<file path="config.mk">
export PLATFORM = sky130hd
export DESIGN_NAME = mem_arbiter
export DESIGN_NICKNAME = d
export VERILOG_FILES = /design/src/rtl/mem_arbiter.sv
export SDC_FILE = /design/constraint.sdc
export NUM_CORES = 1
export LEC_CHECK = 0
export CELL_PAD_IN_SITES_DETAIL_PLACEMENT = 1
export CELL_PAD_IN_SITES_GLOBAL_PLACEMENT = 1
export CORE_MARGIN = 2
export CORE_UTILIZATION = 30
export DETAILED_ROUTE_END_ITERATION = 10
export GPL_ROUTABILITY_DRIVEN = 0
export PLACE_DENSITY = 0.8
export SYNTH_ARGS = -nofsm -noshare
export SYNTH_HDL_FRONTEND = slang
export SYNTH_SLANG_ARGS = --single-unit
</file>
<file path="constraint.sdc">
create_clock -name clk -period 8.09 [get_ports clk]
set_clock_uncertainty 0.2 [all_clocks]
set_input_delay 1.618 -clock clk [delete_from_list [all_inputs] [get_ports clk]]
set_output_delay 1.618 -clock clk [all_outputs]
set_load 0.02 [all_outputs]
</file>
<file path="src/rtl/mem_arbiter.sv">
// Single-port memory arbiter: shares one unified memory between the IF fetch port and
// the MEM data port. It runs one fixed-latency transaction at a time and bounds fetch starvation.
module mem_arbiter #(
    parameter int ADDR_W      = 16,
    parameter int DATA_W      = 16,
    parameter int MEM_LATENCY = 2,
    parameter int STREAK_MAX  = 4
) (
    input  logic              clk,
    input  logic              rst,
    input  logic              if_req,
    input  logic [ADDR_W-1:0] if_addr,
    output logic              if_ack,
    output logic [DATA_W-1:0] if_rdata,
    output logic              if_stall,
    input  logic              dm_req,
    input  logic              dm_rw,
    input  logic [ADDR_W-1:0] dm_addr,
    input  logic [DATA_W-1:0] dm_wdata,
    output logic              dm_ack,
    output logic [DATA_W-1:0] dm_rdata,
    output logic              dm_stall,
    output logic              mem_en,
    output logic              mem_rw,
    output logic [ADDR_W-1:0] mem_addr,
    output logic [DATA_W-1:0] mem_wdata,
    input  logic [DATA_W-1:0] mem_rdata
);
    localparam int CW = (MEM_LATENCY < 1) ? 1 : $clog2(MEM_LATENCY + 1);
    localparam int SW = (STREAK_MAX < 1) ? 1 : $clog2(STREAK_MAX + 1);

    typedef enum logic [1:0] {IDLE, WAIT, RESP} state_t;

    state_t            state_q;
    logic [CW-1:0]     cnt_q;
    logic [SW-1:0]     streak_q;
    logic              sel_if_q;
    logic              if_ack_q, dm_ack_q, mem_en_q, mem_rw_q;
    logic [ADDR_W-1:0] mem_addr_q;
    logic [DATA_W-1:0] mem_wdata_q, if_rdata_q, dm_rdata_q;

    logic any_req, pick_if, streak_full;

    always_comb begin
        streak_full = (streak_q == SW'(STREAK_MAX));
        any_req     = if_req | dm_req;
        // Data wins by default; a pending fetch wins once the data streak has saturated.
        pick_if     = if_req & (~dm_req | streak_full);
    end

    always_ff @(posedge clk or posedge rst) begin
        if (rst) begin
            state_q     <= IDLE;
            cnt_q       <= '0;
            streak_q    <= '0;
            sel_if_q    <= 1'b0;
            if_ack_q    <= 1'b0;
            dm_ack_q    <= 1'b0;
            mem_en_q    <= 1'b0;
            mem_rw_q    <= 1'b0;
            mem_addr_q  <= '0;
            mem_wdata_q <= '0;
            if_rdata_q  <= '0;
            dm_rdata_q  <= '0;
        end else begin
            case (state_q)
                IDLE: begin
                    if (any_req) begin
                        state_q  <= WAIT;
                        mem_en_q <= 1'b1;
                        cnt_q    <= CW'(MEM_LATENCY);
                        sel_if_q <= pick_if;
                        if (pick_if) begin
                            mem_rw_q    <= 1'b1;
                            mem_addr_q  <= if_addr;
                            mem_wdata_q <= '0;
                            streak_q    <= '0;
                        end else begin
                            mem_rw_q    <= dm_rw;
                            mem_addr_q  <= dm_addr;
                            mem_wdata_q <= dm_rw ? '0 : dm_wdata;
                            if (!if_req)
                                streak_q <= '0;
                            else if (!streak_full)
                                streak_q <= streak_q + 1'b1;
                        end
                    end
                end
                WAIT: begin
                    mem_en_q <= 1'b0;
                    cnt_q    <= cnt_q - 1'b1;
                    if (cnt_q == CW'(1)) begin
                        state_q <= RESP;
                        if (sel_if_q) begin
                            if_rdata_q <= mem_rdata;
                            if_ack_q   <= 1'b1;
                        end else begin
                            dm_ack_q <= 1'b1;
                            if (mem_rw_q)
                                dm_rdata_q <= mem_rdata;
                        end
                    end
                end
                RESP: begin
                    if_ack_q <= 1'b0;
                    dm_ack_q <= 1'b0;
                    state_q  <= IDLE;
                end
                default: state_q <= IDLE;
            endcase
        end
    end

    assign if_ack    = if_ack_q;
    assign dm_ack    = dm_ack_q;
    assign if_rdata  = if_rdata_q;
    assign dm_rdata  = dm_rdata_q;
    assign mem_en    = mem_en_q;
    assign mem_rw    = mem_rw_q;
    assign mem_addr  = mem_addr_q;
    assign mem_wdata = mem_wdata_q;
    assign if_stall  = if_req & ~if_ack_q;
    assign dm_stall  = dm_req & ~dm_ack_q;

endmodule
</file>
# After elaboration in Yosys (flattened, before gate mapping)
# Cells that the tools add are included.
# op_classes
n_addsub	2
multipliers	0
n_div	0
n_lt_le_gt_ge	0
eq_ne	9
shifts	0
n_mux	20
bitwise_logic	9
reduce_logical	11
# op_table
op	count
two-way mux 16 bit	3
AND reduction 3 bit	4
two-way mux 3 bit	3
inequality test 2 bit (second input constant)	4
one-hot mux 2 bit (2 select lines)	2
two-way mux 1 bit	6
two-way mux 2 bit	3
one-hot mux 1 bit (2 select lines)	3
AND reduction 2 bit	3
equality test 2 x 1 -> 1 bit (second input constant)	2
NOT 1 bit	4
AND reduction 4 bit	1
nonzero test 2 bit	2
adder 3 x 1 -> 3 bit (second input constant)	1
AND 1 bit	3
equality test 3 bit (second input constant)	1
inequality test 3 bit (second input constant)	1
equality test 2 bit (second input constant)	1
logical NOT 2 bit	1
bitwise OR 1 bit	2
subtractor 2 x 1 -> 2 bit (second input constant)	1
# totals
ff_bits	76
latch_bits	0
ram_bits	0
rom_bits	0
output_inout_bits	70
n_memories	0

# Longest topological paths before layout
# depth
ltp_word	5
mapped_depth	8
ltp_nobuf	5

# Worst setup path after synthesis
# Ideal clock, no wire load.
# synth_path
path_kind	input to output
startpoint	in if_req
endpoint	out if_stall
arrival_ps	2126
required_ps	6272
setup_slack_ps	4146
stages	2
path_buffers	1
path_cell_list	buf_2 > nor2b_1
# synth_via
elab_chain_cells	1
# synth_lines
item	line	text
start: declaration	11	input logic if_req,
AND 1 bit	122	assign if_stall = if_req & ~if_ack_q;
end: declaration	15	output logic if_stall,
# No other way between the ends.

# Worst setup path after layout
# Ends and elaborated chain as after synthesis.

==> run metrics <==
largest net degree at the start of global routing=77; Worst R2R End=streak_q[0]; htree depth=3; worst rel slew slack=between 10% and 20%; RSZ-0062 raised after global routing=false; post-DR wirelength/cell=17.8 um; Synth Instances=around 270; post-cts gate resize count=0; crit path kind=in -> out; CP dominant cell by count=clkdlybuf4s50_1; Root Driver=clkbuf_8; vias in the first global route=2942; ys async rst share=100%; Seq/Total Area, Yosys=between 50% and 60%; initial antenna violation count=0; Gate power share=50.7%; drt drc=0; total track usage=16.4%; postcts setup bufs=0; Worst EP arrival=3.41 ns; n_diodes=0; status=finished, final reports clean; antenna viol nets, final=0; max-cap viol count=0; clock buffer depth=2; yosys warns=0; width of the die=109 um; Reg2Reg Depth=3; Pre-antenna DRT Iters=4; via count=2710; Final HPWL DP=about 6500 um; worst hold margin=0.300 ns; layout overhead on the synthesized area=49.5%; Hold Startpoint=mem_en; clock power share=about 15%; CP max-delay cell=clkdlybuf4s50_1; total grt overflow=0; Most used DFF post-synth=dfrtp_1; core area=10800 um2; Crit Path Max Fanout=21; synthesized area=3300 um2; FF-to-FF Start=state_q[1]; Sw Share=38.7%; WHS Endpoint=mem_en; fmax=0.191 GHz; Sequential Power Share=34.7%; Finished Cell Area=a little under 5000 um2; first-pass GRT wire length=about 15000 um; final setup TNS=0 ns; Worst Max-Slew Pin Slew=between 1 and 1.5 ns; Post-Syn Nets=343; P_sw=770 uW; Total Power=1990 uW; Yosys reg bits=76; layout cells sized above 1=13.9%; CP required=6.27 ns; Worst Setup End Kind=primary output; Critical Path Source Type=primary input; Placed Cells incl. Taps=528; Final #Nets=471; Hold Path Class=reg -> reg; Worst R2R Setup Slack=5.04 ns; CTS tree=done; Die Ht=109 um; 1st-iter DRT viols=85; total die area=between 10000 and 15000 um2; Post-synth EDFFs=0; max incr delay on CP=0.96 ns; vias per std cell=4.99; Leakage=between 0.002 and 0.0025 uW; pwr dens=403 nW/um2; Avg Inst Size Synth=12.2 um2; io pins=between 100 and 150; Clock Sinks=76; CTS Hold Bufs=0; crit-path cells=clkdlybuf4s50_1, nor2b_1, clkdlybuf4s50_1; Finished Layout Cells=543; site row count=38; cts bufs inserted=9; Unique masters post-synth=30; IO buf count=between 100 and 150; Int Pwr=1220 uW; max-slew violation count=0; clock latency on the worst-skew pair=about 0.34 ns; final period utilization=64.6%; final setup vio count=0; Peak supply drop=0.000156 V; Starting Density=30.6%; Final Hold Vio Count=0; total routed wirelength=9650 um; WHS Path Cells=2; clock slew at reported path FFs=0.08 ns; placed standard-cell area=approximately 4700 um2; Final min period=between 5 and 6 ns
-- through the flow --
stage	setup slack (ns)	utilization (%)
floorplan	4.15	-
global placement	2.88	44.0
detailed placement	2.80	44.0
CTS	2.86	45.7
global route	2.77	45.7
finish	2.86	45.7
-- worst max-delay path, delay by kind of cell --
family	cells	cell delay, ns
AND/OR/NAND/NOR	1	0.22
buffers and inverters	2	1.57
-- power by group through the flow --
stage               logic, uW  clock network, uW  registers (uW)
global route             1080                315             714
CTS                      1020                303             693
finish                   1010                290             690
global placement          994                  0             689
floorplan                 353                  0             885
detailed placement       1020                  0             698
-- Yosys cell counts, types with 2 or more instances --
cell type,instances,share of area [%]
a22o_1,2,0.53
and2_1,2,0.38
buf_2,7,1.1
buf_4,2,0.45
buf_6,4,1.4
clkbuf_1,9,1.0
dfrtp_1,76,58
ha_1,3,1.1
inv_1,21,2.4
mux2_2,34,12
nand2_1,9,1.0
nand2b_1,3,0.57
nand3_1,32,4.8
nand4_1,16,3.0
nor2_1,3,0.34
nor2b_1,2,0.38
o21ai_0,2,0.30
o221ai_1,16,4.2
o2bb2ai_1,17,4.5
-- final cells by class --
class                           instances  area (um2)
Timing Repair Buffer                  139        1390
Multi-Input combinational cell        152        1200
Clock inverter                          5        52.6
Inverter                               21        80.1
Clock buffer                           10         138
Tap cell                              140         175
Fill cell                            1169        5860
Sequential cell                        76        1900
-- cell families (layout without fill, tap and decap cells) --
family,after synthesis,in the layout,share of synthesized area (%)
buffers and inverters,43,175,6.29
adder cells (fa/ha/maj),3,3,1.14
multiplexers,34,34,11.6
AO/OA/AOI/OAI,43,43,10.9
flip-flops,76,76,57.6
AND/OR/NAND/NOR,72,72,12.5
-- flip-flops by register name (all words and copies together), names as in the netlist, 2 cells and up --
name / cells
mem_addr: 16
mem_wdata: 16
if_rdata: 16
dm_rdata: 16
state_q: 2
streak_q: 3
cnt_q: 2
-- worst max path at each step --
stage	slack, ns	startpoint	endpoint
final	2.86	if_req	if_stall
after global routing	2.77	if_req	if_stall
after CTS	2.86	if_req	if_stall
after detailed placement	2.80	if_req	streak_q[0]
after global placement	2.88	if_req	if_stall
after floorplan	4.15	if_req	if_stall
-- placed cells by master, fill, tap and decap left out, drive strengths merged, types with 2 or more instances in the layout --
| cell | n |
|---|---|
| clkdlybuf4s50 | 138 |
| dfrtp | 76 |
| mux2 | 34 |
| nand3 | 33 |
| inv | 20 |
| o2bb2ai | 17 |
| nand4 | 16 |
| o221ai | 16 |
| clkbuf | 10 |
| nand2 | 9 |
| clkinv | 4 |
| nand2b | 3 |
| ha | 3 |
| o21ai | 3 |
| nor2 | 3 |
| and2 | 2 |
| a22o | 2 |
| nor2b | 2 |
-- metal layers --
metal | GRT usage, % | vias up | wire length (um)
met1 | 20.7 | 1394 | 4120
met5 | 0 | - | 0
met3 | 3.23 | 5 | 473
met4 | 4.40 | 0 | 69
li1 | - | 1242 | -
met2 | 28.4 | 69 | 4990
(Power assumes the default switching activity.)
